<file path="src/rtl/filter_bank_window_reader.sv">
`timescale 1ns/1ps
`default_nettype none
// ============================================================================
// Module   : filter_bank_window_reader
// Purpose  : Read-side sequencer and windowing MAC for the synthesis filter
//            bank shift memory. For each of the 32 output samples j it reads
//            16 V taps and 16 window coefficients D[k], multiplies and
//            accumulates them, then rounds/saturates the sum to a 16-bit PCM
//            sample delivered over a valid/ready handshake.
// Ports    : clk, rst            - clock, async active-high reset
//            start / busy / done - granule request, in-progress, end pulse
//            mem_read_*          - shift memory read port (1-cycle latency)
//            coef_read_en/addr/data - window ROM read port (1-cycle latency)
//            pcm_valid/ready/data/index - output sample stream
// Revision : 1.0 - initial release
// ============================================================================
module filter_bank_window_reader #(
  parameter int OUT_SHIFT = 15
) (
  input  logic               clk,
  input  logic               rst,
  input  logic               start,
  output logic               busy,
  output logic               done,
  output logic               mem_read_en,
  output logic [9:0]         mem_read_addr,
  input  logic signed [17:0] mem_read_data,
  output logic               coef_read_en,
  output logic [8:0]         coef_addr,
  input  logic signed [17:0] coef_data,
  output logic               pcm_valid,
  input  logic               pcm_ready,
  output logic signed [15:0] pcm_data,
  output logic [4:0]         pcm_index
);

  typedef enum logic [1:0] {
    IDLE   = 2'd0,
    FETCH  = 2'd1,
    DRAIN  = 2'd2,
    OUTPUT = 2'd3
  } state_t;

  localparam logic signed [40:0] ROUND   = 41'sd1 <<< (OUT_SHIFT - 1);
  localparam logic signed [40:0] PCM_MAX = 41'sd32767;
  localparam logic signed [40:0] PCM_MIN = -41'sd32768;

  state_t      state;
  logic [4:0]  j;            // current output sample
  logic [3:0]  tap;          // tap currently presented on the read ports
  logic [1:0]  drain_cnt;
  logic        issue_first;  // marks tap 0 on the read ports

  // Pipeline alignment flags: read data stage, product stage.
  logic                data_vld, data_first;
  logic                prod_vld, prod_first;
  logic signed [35:0]  prod;
  logic signed [39:0]  acc;

  logic signed [40:0]  rounded;
  logic signed [40:0]  shifted;
  logic signed [15:0]  pcm_sat;

  // 128*(i>>1) + (i[0] ? 96 : 0) + j : the 96 offset sets bits 6 and 5.
  function automatic logic [9:0] mem_addr_of(input logic [3:0] t, input logic [4:0] jj);
    return {t[3:1], t[0], t[0], jj};
  endfunction

  // k = j + 32*i
  function automatic logic [8:0] coef_addr_of(input logic [3:0] t, input logic [4:0] jj);
    return {t, jj};
  endfunction

  // Round half up, arithmetic shift, clamp to 16-bit range.
  always_comb begin
    rounded = {acc[39], acc} + ROUND;
    shifted = rounded >>> OUT_SHIFT;
    pcm_sat = shifted[15:0];
    if (shifted > PCM_MAX) begin
      pcm_sat = 16'sh7fff;
    end else if (shifted < PCM_MIN) begin
      pcm_sat = 16'sh8000;
    end
  end

  // Control FSM with registered outputs.
  always_ff @(posedge clk or posedge rst) begin
    if (rst) begin
      state         <= IDLE;
      j             <= 5'd0;
      tap           <= 4'd0;
      drain_cnt     <= 2'd0;
      issue_first   <= 1'b0;
      busy          <= 1'b0;
      done          <= 1'b0;
      mem_read_en   <= 1'b0;
      coef_read_en  <= 1'b0;
      mem_read_addr <= 10'd0;
      coef_addr     <= 9'd0;
      pcm_valid     <= 1'b0;
      pcm_data      <= 16'sd0;
      pcm_index     <= 5'd0;
    end else begin
      done        <= 1'b0;
      issue_first <= 1'b0;
      case (state)
        IDLE: begin
          if (start) begin
            state         <= FETCH;
            busy          <= 1'b1;
            j             <= 5'd0;
            tap           <= 4'd0;
            issue_first   <= 1'b1;
            mem_read_en   <= 1'b1;
            coef_read_en  <= 1'b1;
            mem_read_addr <= mem_addr_of(4'd0, 5'd0);
            coef_addr     <= coef_addr_of(4'd0, 5'd0);
          end
        end
        FETCH: begin
          if (tap == 4'd15) begin
            mem_read_en  <= 1'b0;
            coef_read_en <= 1'b0;
            drain_cnt    <= 2'd0;
            state        <= DRAIN;
          end else begin
            tap           <= tap + 4'd1;
            mem_read_addr <= mem_addr_of(tap + 4'd1, j);
            coef_addr     <= coef_addr_of(tap + 4'd1, j);
          end
        end
        DRAIN: begin
          // Three cycles: read data, product, last accumulate.
          if (drain_cnt == 2'd2) begin
            state     <= OUTPUT;
            pcm_valid <= 1'b1;
            pcm_data  <= pcm_sat;
            pcm_index <= j;
          end else begin
            drain_cnt <= drain_cnt + 2'd1;
          end
        end
        OUTPUT: begin
          if (pcm_ready) begin
            pcm_valid <= 1'b0;
            if (j == 5'd31) begin
              state <= IDLE;
              busy  <= 1'b0;
              done  <= 1'b1;
            end else begin
              state         <= FETCH;
              j             <= j + 5'd1;
              tap           <= 4'd0;
              issue_first   <= 1'b1;
              mem_read_en   <= 1'b1;
              coef_read_en  <= 1'b1;
              mem_read_addr <= mem_addr_of(4'd0, j + 5'd1);
              coef_addr     <= coef_addr_of(4'd0, j + 5'd1);
            end
          end
        end
        default: state <= IDLE;
      endcase
    end
  end

  // Multiply-accumulate pipeline, aligned to the read enables.
  always_ff @(posedge clk or posedge rst) begin
    if (rst) begin
      data_vld   <= 1'b0;
      data_first <= 1'b0;
      prod_vld   <= 1'b0;
      prod_first <= 1'b0;
      prod       <= 36'sd0;
      acc        <= 40'sd0;
    end else begin
      data_vld   <= mem_read_en;
      data_first <= issue_first;
      prod_vld   <= data_vld;
      prod_first <= data_first;
      if (data_vld) begin
        prod <= mem_read_data * coef_data;
      end
      if (prod_vld) begin
        if (prod_first) begin
          acc <= {{4{prod[35]}}, prod};
        end else begin
          acc <= acc + {{4{prod[35]}}, prod};
        end
      end
    end
  end

endmodule
`default_nettype wire

</file>
<file path="config.mk">
export PLATFORM = sky130hd
export DESIGN_NAME = filter_bank_window_reader
export DESIGN_NICKNAME = d
export VERILOG_FILES = /design/src/rtl/filter_bank_window_reader.sv
export SDC_FILE = /design/constraint.sdc
export NUM_CORES = 1
export LEC_CHECK = 0
export CAP_MARGIN = 20
export CORE_ASPECT_RATIO = 1.75
export CORE_MARGIN = 10
export CORE_UTILIZATION = 55
export CTS_CLUSTER_DIAMETER = 120
export DETAILED_ROUTE_END_ITERATION = 10
export PLACE_DENSITY = 0.8
export REMOVE_ABC_BUFFERS = 1
export SETUP_SLACK_MARGIN = 0.1
export SYNTH_ARGS = -nofsm -noshare
export SYNTH_HDL_FRONTEND = slang
export SYNTH_SLANG_ARGS = --single-unit
</file>
<file path="constraint.sdc">
create_clock -name clk -period 6.04 [get_ports clk]
set_input_delay 0.906 -clock clk [delete_from_list [all_inputs] [get_ports clk]]
set_output_delay 0.906 -clock clk [all_outputs]
set_load 0.01 [all_outputs]
</file>
Word level (Yosys, flattened, before mapping)
Cells that the tools add are included.
- register bits: 138
- input port bits: 40
- word-level logic and storage cells: 103
- $add $sub $neg: 5
- multiply operators: 1
- $lt $le $gt $ge: 2
- eq/ne operators: 14
- mux-type cells: 49
- reduce and logical (&&, ||, !) cells: 13
- operators with widths (operator ; number):
    adder 40 x 16 -> 41 bit, second input constant ; 1
    adder 40 bit ; 1
    two-way mux 10 bit ; 4
    two-way mux 40 bit ; 1
    multiplier 18 x 18 -> 36 bit ; 1
    two-way mux 9 bit ; 4
    two-way mux 16 bit ; 2
    one-hot mux 10 bit (3 select lines) ; 1
    one-hot mux 9 bit (3 select lines) ; 1
    greater-than comparator 26 x 16 -> 1 bit, second input constant ; 1
    < comparator 26 x 16 -> 1 bit, second input constant ; 1
    two-way mux 4 bit ; 4
    != test 2 bit, second input constant ; 8
    two-way mux 1 bit ; 15
    two-way mux 5 bit ; 3
    two-way mux 2 bit ; 6
    one-hot mux 4 bit (3 select lines) ; 1
    AND reduction 4 bit ; 3
    one-hot mux 5 bit (2 select lines) ; 1
    AND reduction 5 bit ; 2
    one-hot mux 2 bit (4 select lines) ; 1
    equality test 2 bit, second input constant ; 3
    one-hot mux 1 bit (2 select lines) ; 3
    AND reduction 3 bit ; 2
    other kinds (12) ; 14

Depth between registers and ports, before layout
Gate-level depths: netlist of the first run.
- depth in word-level cells: 4
- gate-level depth with buffers: 26

Worst setup path before layout of the first run
OpenSTA, ideal clock, no wires.
- kind: input -> register
- start: in coef_data[11]
- end: reg prod[34]
- data arrival time: 6.666 ns
- path slack: -0.750 ns
- stages on the path: 21
- cell sequence: clkbuf_1 clkbuf_1 nand2_1 fa_1 inv_1 fa_1 fa_1 fa_1 fa_1 inv_1 fa_1 inv_1 ha_1 a21o_1 or3_1 nor4_2 o21ai_0 a31oi_1 o21ai_0 xor2_1 mux2_2
- cells in the longest elaborated chain, start to end: 1
- ends and longest elaborated chain (item ; RTL line ; source):
    start: declaration ; 30 ; input logic signed [17:0] coef_data,
    multiplier 18 x 18 -> 36 bit ; 182 ; prod <= mem_read_data * coef_data;
    end signal: assignment ; 182 ;
    end: declaration ; 57 ; logic signed [35:0] prod;
Every way passes these cells.
A chain may end at the register's enable or synchronous reset.

Worst setup path after layout of the first run
- start: in mem_read_data[6]
- end: reg prod[29]
- cells in the longest elaborated chain, start to end: 1
- ends and longest elaborated chain (item ; RTL line ; source):
    start: declaration ; 27 ; input logic signed [17:0] mem_read_data,
    multiplier 18 x 18 -> 36 bit ; 182 ;
Every way passes these cells.

==> results of run 1 <==
-- what timing repair did --
action | 4_1_cts | 5_1_grt
buffers inserted | 62 | 11
pin swaps | 152 | 30
endpoints found under the setup margin | 24 | 22
gates cloned | 5 | 0
gates resized for setup | 394 | 67
-- sequential cells by signal, indices dropped and copies added (netlist names), 2 cells and up --
register and count:
j 5, acc 40, drain_cnt 2, state 2
mem_read_addr 9, pcm_index 5, pcm_data 16, prod 36
tap 2
-- cell families after synthesis --
family / after synthesis / synth area share [%]
and+or+nand+nor: 662 / 16.2
buffers and inverters: 515 / 10.1
adders and majority gates: 471 / 41.8
AOI/OAI and AO/OA: 321 / 10.4
DFF: 126 / 15.7
xor gates and xnor gates: 82 / 3.59
muxes: 40 / 2.19
-- layout by cell type (no fill, tap or decap), drive strengths merged, types with 8 or more instances in the layout --
| cell type | n |
|---|---|
| a21o | 30 |
| a21oi | 108 |
| a31oi | 15 |
| and2 | 168 |
| and3 | 8 |
| and4 | 9 |
| buf | 299 |
| clkbuf | 19 |
| clkdlybuf4s15 | 8 |
| clkdlybuf4s50 | 48 |
| dfrtp | 126 |
| fa | 330 |
| ha | 141 |
| inv | 426 |
| mux2 | 31 |
| mux2i | 9 |
| nand2 | 243 |
| nand2b | 14 |
| nand3 | 23 |
| nand4 | 17 |
| nor2 | 121 |
| nor2b | 10 |
| nor3 | 25 |
| o21a | 11 |
| o21ai | 67 |
| o21bai | 12 |
| o22a | 14 |
| or3 | 9 |
| xnor2 | 62 |
| xor2 | 20 |
-- layout make-up --
type | instances | area (um^2)
Timing Repair Buffer | 362 | 3440
Multi-Input combinational cell | 1576 | 15700
Fill cell | 2390 | 10900
Clock inverter | 14 | 160
Sequential cell | 126 | 3150
Tap cell | 470 | 588
Inverter | 423 | 1590
Clock buffer | 18 | 429
-- worst paths after layout --
| check | startpoint | to | slack [ns] | cells after the start |
|---|---|---|---|---|
| max | mem_read_data[6] | prod[29]$_DFFE_PP0P_ | -0.53 | 23 |
| min | issue_first$_DFF_PP0_ | data_first$_DFF_PP0_ | 0.34 | 0 |
| max reg2reg | prod[0]$_DFFE_PP0P_ | acc[34]$_DFFE_PP0P_ | 2.55 | 13 |
| min reg2reg | issue_first$_DFF_PP0_ | data_first$_DFF_PP0_ | 0.34 | 0 |
| max in group asynchronous | rst | pcm_data[6]$_DFFE_PP0P_ | 4.01 | 4 |
| min in group asynchronous | rst | acc[6]$_DFFE_PP0P_ | 0.77 | 2 |
-- metal layers --
metal	GRT usage, %	wire [um]
met1	26.7	20200
met2	48.8	32400
met3	3.73	3300
met4	18.3	5300
met5	0	0
-- through the flow --
stage | cell area (um^2) | cells | hold slack, ns | setup TNS (ns) | util (%)
floorplan | 19600 | 2125 | 0.331 | -4.53 | -
global placement | 22700 | 2881 | 0.343 | -24.01 | 63.0
global route | 25100 | 2989 | 0.358 | -6.83 | 69.6
CTS | 24700 | 2980 | 0.348 | -1.07 | 68.6
finish | 25100 | 2989 | 0.343 | -5.06 | 69.6
detailed placement | 22700 | 2881 | 0.339 | -27.32 | 63.0
==> impl_metrics.env, run 1 <==
export IMPL_core_area_um2=36000
export IMPL_syn_area_um2=20000
export IMPL_postRouteAntennaNets=0
export IMPL_area_growth_pct=25.2
export IMPL_crit_path_top_delay_cell="fa_2"
export IMPL_synth_cells=2217
export IMPL_cts_sinks=126
export IMPL_yosysSeqAreaShare_pct=15.7
export IMPL_setup_ws_ns=-0.529
export IMPL_rsz0062_at_grt="true"
export IMPL_tightest_slew_ns=0.923
export IMPL_initial_core_util_pct=55.6
export IMPL_worst_path_buf_inv=7
export IMPL_synth_ff_type="dfrtp_1"
export IMPL_clock_fmax_ghz=0.152
export IMPL_post_route_drc_count=0
export IMPL_status="complete, but fails checks"
export IMPL_synth_top_cell_by_area="fa_1"
export IMPL_ys_async_sr_fraction_pct=100
export IMPL_cts_inserted_buffers=17
export IMPL_die_area_um2=44800
export IMPL_grt_antenna_before_repair=0
export IMPL_synth_top_area_share_pct=33.0
export IMPL_slew_violations=0
export IMPL_max_stage_delay_ns=0.60
export IMPL_diodes=0
export IMPL_failed_checks="setup timing"
export IMPL_min_period_ns=6.57
export IMPL_wirelength_mm=61.2
export IMPL_rows=92
export IMPL_worstPathCellList="buf_4, buf_6, buf_4, nand2_1, fa_1, inv_1, fa_1, fa_2, fa_2, fa_1, fa_1, ha_4, buf_6, buf_6, a21o_1, o21ai_4, a211oi_4, o31ai_4, o21bai_2, buf_4, a211oi_2, nor3_1, a21o_1"
export IMPL_startpoint_type="input pin"
export IMPL_hold_class="reg -> reg"
export IMPL_critPathKind="in -> reg"
export IMPL_synth_most_common_cell="inv_1"
export IMPL_dr_pass1_iters=8
export IMPL_path_clk_slew_ns=0.06
export IMPL_die_y_um=272
export IMPL_grt_max_degree=81
export IMPL_final_nets=3017
export IMPL_ys_ff_latch=126
export IMPL_htreeDepth=4
export IMPL_via_per_inst=5.79
export IMPL_port_buffer_count=84
export IMPL_root_buffer="clkbuf_16"
export IMPL_first_iter_violations=1367
export IMPL_vias=17300
export IMPL_hpwl_mm=40.8
export IMPL_layout_drive_gt1_share_pct=24.4
export IMPL_fin_skew_ns=0.00975
export IMPL_cp_arrival_ns=6.89
export IMPL_cpLargestDelayFamily="adder cells"
export IMPL_grt_pass1_vias=18900
export IMPL_max_slew_margin_pct=38.4
export IMPL_synth_distinct_cells=79
export IMPL_gr_total_overflow=0
export IMPL_synthTopCellsByArea="fa_1 (33%), dfrtp_1 (16%), ha_1 (8.8%), inv_1 (7.9%), and2_1 (5.2%)"
export IMPL_required_ns=6.36
export IMPL_synthTopCellsByCount="inv_1 (422), fa_1 (330), nand2_1 (243)"
export IMPL_cp_max_fo=8
export IMPL_setup_viol=18
export IMPL_period_share_pct=109
export IMPL_cap_violations=0
export IMPL_cts_tree="yes"
export IMPL_cp_common_cell="fa_1"
export IMPL_clk_latency_ns=0.44
export IMPL_synth_edf_count=0
export IMPL_place_ws_ns=-1.54
export IMPL_wl_per_cell_um=20.5
export IMPL_syn_avg_cell_area_um2=9.03
export IMPL_setup_worst_path_end_class="flop"
export IMPL_hold_viol=0
export IMPL_cts_hold_repair_buffers=0
export IMPL_io_pins=85
export IMPL_clockBufferDepth=2
export IMPL_gp_congestion=0.960
export IMPL_grt_pass1_wl_mm=95.2
export IMPL_die_x_um=164
export IMPL_track_usage_pct=26.5
export IMPL_yosys_warnings=0
Power of run 1 is not shown: default switching activity piles up to over one toggle a cycle in this logic, so the estimate is an artifact.
==> run 2, diff against run 1 <==
- clock period: 6.04 -> 7.3 ns (I/O delays scaled with it)
==> impl_metrics.env, run 2 (synthesized netlist as in run 1, its figures left out) <==
export IMPL_status="completed"
export IMPL_hold_ws_ns=0.360
export IMPL_cts_inserted_buffers=17
export IMPL_gr_total_overflow=0
export IMPL_postRouteAntennaNets=0
export IMPL_port_buffer_count=84
export IMPL_hold_class="reg -> reg"
export IMPL_cp_arrival_ns=7.32
export IMPL_path_clk_slew_ns=0.06
export IMPL_cts_hold_repair_buffers=0
export IMPL_multiInputGateArea_um2=15000
export IMPL_wl_per_cell_um=16.5
export IMPL_io_pins=85
export IMPL_met2_usage_pct=41.0
export IMPL_final_core_util_pct=64.7
export IMPL_slew_violations=0
export IMPL_layout_common_cells="inv_1 (419), fa_1 (330), nand2_1 (242), and2_1 (166), buf_4 (164)"
export IMPL_cts_tree="yes"
export IMPL_diodes=0
export IMPL_initial_core_util_pct=55.6
export IMPL_root_buffer="clkbuf_16"
export IMPL_htreeDepth=4
export IMPL_grt_pass1_wl_mm=80.3
export IMPL_top_regs="acc (40), prod (36), pcm_data (16)"
export IMPL_cap_violations=0
export IMPL_vias=15800
export IMPL_hpwl_mm=40.2
export IMPL_layout_commonest_cell="inv_1"
export IMPL_cts_sinks=126
export IMPL_layout_drive_gt1_share_pct=12.3
export IMPL_die_area_um2=44800
export IMPL_first_iter_violations=858
export IMPL_setup_worst_path_end_class="flop"
export IMPL_max_slew_margin_pct=36.7
export IMPL_via_per_inst=5.46
export IMPL_required_ns=7.63
export IMPL_top_register="acc"
export IMPL_grt_max_degree=86
export IMPL_rsz0062_at_grt="false"
export IMPL_largest_reg_flops=40
export IMPL_fin_skew_ns=0.0103
export IMPL_core_area_um2=36000
export IMPL_cp_max_fo=9
export IMPL_die_x_um=164
export IMPL_gp_congestion=0.976
export IMPL_die_y_um=272
export IMPL_startpoint_type="input pin"
export IMPL_dpl_cell_area_um2=22500
export IMPL_rows=92
export IMPL_grt_antenna_before_repair=0
export IMPL_wirelength_mm=47.7
export IMPL_final_nets=2921
export IMPL_setup_viol=0
export IMPL_clockBufferDepth=2
export IMPL_use_met3_pct=2.36
export IMPL_clock_fmax_ghz=0.143
export IMPL_top_usage_layer="met2"
export IMPL_met1_usage_pct=22.8
export IMPL_area_growth_pct=16.4
export IMPL_track_usage_pct=21.8
export IMPL_clk_latency_ns=0.44
export IMPL_min_period_ns=7.00
export IMPL_period_share_pct=95.9
export IMPL_grt_pass1_vias=17300
export IMPL_critPathKind="in -> reg"
export IMPL_dr_pass1_iters=8
export IMPL_post_route_drc_count=0
export IMPL_hold_viol=0
export IMPL_nFillCells=2791
export IMPL_tightest_slew_ns=0.949
export IMPL_finalInstanceArea_um2=23300
export IMPL_seq_area_um2=3150
## run 2: path summary, 6_finish.rpt
check	start	end	slack (ns)	depth (start not counted)
worst max register to register	prod[0]$_DFFE_PP0P_	acc[34]$_DFFE_PP0P_	3.85	13
max in group asynchronous	rst	acc[37]$_DFFE_PP0P_	4.83	3
min in group asynchronous	rst	acc[1]$_DFFE_PP0P_	1.10	2
worst min register to register	data_first$_DFF_PP0_	prod_first$_DFF_PP0_	0.36	0
worst min-delay path	data_first$_DFF_PP0_	prod_first$_DFF_PP0_	0.36	0
worst max-delay path	coef_data[14]	prod[28]$_DFFE_PP0P_	0.30	22
## run 2: through the flow
step / instances / TNS (ns) / worst slack (ns)
6_report: 2892 / 0 / 0.303
5_1_grt: 2892 / 0 / 0.0375
4_1_cts: 2886 / 0 / 0.103
3_5_place_dp: 2855 / -4.35 / -0.463
3_3_place_gp: 2855 / -1.76 / -0.265
2_1_floorplan: 2125 / 0 / 0.556
## run 2: critical path, cell delays in order
cell             delay [ns]
clkdlybuf4s50_1        0.54
buf_4                  0.21
nand2_1                0.10
fa_1                   0.55
inv_1                  0.06
fa_1                   0.47
fa_1                   0.54
fa_1                   0.46
fa_1                   0.52
inv_1                  0.06
fa_1                   0.53
inv_1                  0.04
ha_1                   0.30
a21o_1                 0.19
or3_1                  0.33
nor4_2                 0.28
buf_4                  0.20
o21bai_4               0.08
a211o_1                0.27
a31oi_2                0.15
xnor2_1                0.08
mux2_2                 0.25
## run 2: area by class of cell
| type | count | area share, % |
|---|---|---|
| Multi-Input combinational cell | 1576 | 64.1 |
| Sequential cell | 126 | 13.5 |
| Timing Repair Buffer | 266 | 10.4 |
| Inverter | 423 | 6.82 |
| Tap cell | 470 | 2.52 |
| Clock buffer | 17 | 1.82 |
| Clock inverter | 14 | 0.773 |
## run 2: what timing repair did
item,CTS,global route
gates cloned,0,1
buffers inserted,0,5
endpoints found under the setup margin,7,14
pin swaps,1,19
resized for setup,6,33
## run 2: metal layers
| layer | up-vias | part of all wire, % |
|---|---|---|
| met2 | 474 | 54 |
| li1 | 7338 | - |
| met4 | 0 | 5.7 |
| met5 | - | 0 |
| met3 | 184 | 4.2 |
| met1 | 7797 | 36 |
Power of run 2 is left out for the same reason.
==> run 3, diff against run 2 <==
- CTS_BUF_LIST: not set -> sky130_fd_sc_hd__clkbuf_8
==> impl_metrics.env, run 3 (synthesized netlist as in run 1, its figures left out) <==
export IMPL_slew_violations=0
export IMPL_cp_max_fo=18
export IMPL_layoutNonFillerInstCount=2891
export IMPL_grt_antenna_before_repair=1
export IMPL_io_pins=85
export IMPL_top_regs="acc (40), prod (36), pcm_data (16)"
export IMPL_gr_total_overflow=0
export IMPL_gp_congestion=0.976
export IMPL_max_slew_margin_pct=37.5
export IMPL_grt_pass1_vias=17300
export IMPL_vias=15800
export IMPL_postRouteAntennaNets=0
export IMPL_status="completed"
export IMPL_rsz0062_at_grt="true"
export IMPL_port_buffer_count=84
export IMPL_period_share_pct=96.0
export IMPL_cap_violations=0
export IMPL_hpwl_mm=40.2
export IMPL_top_register="acc"
export IMPL_htreeDepth=4
export IMPL_layout_commonest_cell="inv_1"
export IMPL_cts_inserted_buffers=17
export IMPL_largest_reg_flops=40
export IMPL_cts_sinks=126
export IMPL_layout_drive_gt1_share_pct=12.2
export IMPL_setup_viol=0
export IMPL_die_x_um=164
export IMPL_min_period_ns=7.01
export IMPL_cp_common_cell="fa_1"
export IMPL_wirelength_mm=47.4
export IMPL_dr_pass1_iters=5
export IMPL_fin_skew_ns=0.0117
export IMPL_hold_ws_ns=0.365
export IMPL_core_area_um2=36000
export IMPL_clock_fmax_ghz=0.143
export IMPL_nFillCells=2856
export IMPL_root_buffer="clkbuf_8"
export IMPL_multiInputGateArea_um2=14900
export IMPL_track_usage_pct=21.8
export IMPL_startpoint_type="input pin"
export IMPL_cts_tree="yes"
export IMPL_grt_max_degree=86
export IMPL_area_growth_pct=15.1
export IMPL_required_ns=7.65
export IMPL_seq_area_um2=3150
export IMPL_tightest_slew_ns=0.938
export IMPL_first_iter_violations=840
export IMPL_cp_arrival_ns=7.36
export IMPL_clk_latency_ns=0.47
export IMPL_initial_core_util_pct=55.6
export IMPL_cts_hold_repair_buffers=0
export IMPL_critPathKind="in -> reg"
export IMPL_via_per_inst=5.46
export IMPL_hold_viol=0
export IMPL_crit_path_top_delay_cell="fa_1"
export IMPL_final_nets=2919
export IMPL_wl_per_cell_um=16.4
export IMPL_dp_cells=2855
export IMPL_hold_class="reg -> reg"
export IMPL_rows=92
export IMPL_layout_common_cells="inv_1 (419), fa_1 (330), nand2_1 (243), and2_1 (166), buf_4 (166)"
export IMPL_grt_pass1_wl_mm=80.5
export IMPL_die_y_um=272
export IMPL_die_area_um2=44800
export IMPL_clockBufferDepth=2
export IMPL_setup_worst_path_end_class="flop"
export IMPL_path_clk_slew_ns=0.08
export IMPL_post_route_drc_count=0
export IMPL_max_stage_delay_ns=0.54
run 3: final timing paths:
path | from | to | slack [ns] | depth (start not counted)
worst max-delay path | coef_data[5] | prod[30]$_DFFE_PP0P_ | 0.29 | 26
worst min-delay path | data_first$_DFF_PP0_ | prod_first$_DFF_PP0_ | 0.37 | 0
worst max register to register | prod[0]$_DFFE_PP0P_ | acc[34]$_DFFE_PP0P_ | 3.82 | 13
worst min register to register | data_first$_DFF_PP0_ | prod_first$_DFF_PP0_ | 0.37 | 0
max in group asynchronous | rst | prod[33]$_DFFE_PP0P_ | 4.86 | 3
min in group asynchronous | rst | acc[3]$_DFFE_PP0P_ | 1.07 | 2
run 3: cell type report:
type | count | area share, %
clock buffers | 17 | 1.02
multi-input cells | 1576 | 64.7
clock inverters | 14 | 0.782
flip-flops and latches | 126 | 13.7
well taps | 470 | 2.55
diodes | 1 | 0.0109
inverters | 423 | 6.90
repair buffers | 264 | 10.3
run 3: through the flow:
stage | TNS, ns | worst slack (ns) | utilization (%) | cell area, um^2
global placement | -1.76 | -0.265 | 62.5 | 22500
global route | 0 | 0.0330 | 64.0 | 23000
CTS | 0 | 0.122 | 63.7 | 22900
finish | 0 | 0.295 | 64.0 | 23000
detailed placement | -4.35 | -0.463 | 62.5 | 22500
floorplan | 0 | 0.556 | - | 19600
run 3: critical path: cells and delay by family:
kind	cells	cell delay, ns
buffers and inverters	9	1.28
adder cells (fa/ha/maj)	7	3.33
multiplexers	1	0.27
AO/OA/AOI/OAI	2	0.31
XOR/XNOR	1	0.11
AND/OR/NAND/NOR	6	0.93
run 3: layer usage:
layer  vias to the layer above  GRT usage (%)  wire (um)
met5                         -              0          0
met1                      7848           22.8      17000
met4                         0           11.3       2490
li1                       7324              -          -
met2                       448           41.5      26100
met3                       178           2.21       1830
run 3: what timing repair did:
item                                    CTS  global route
resized for setup                         4            25
endpoints found under the setup margin    6            11
setup buffers                             0             4
pin swaps                                 1            13
Power of run 3 is left out for the same reason.
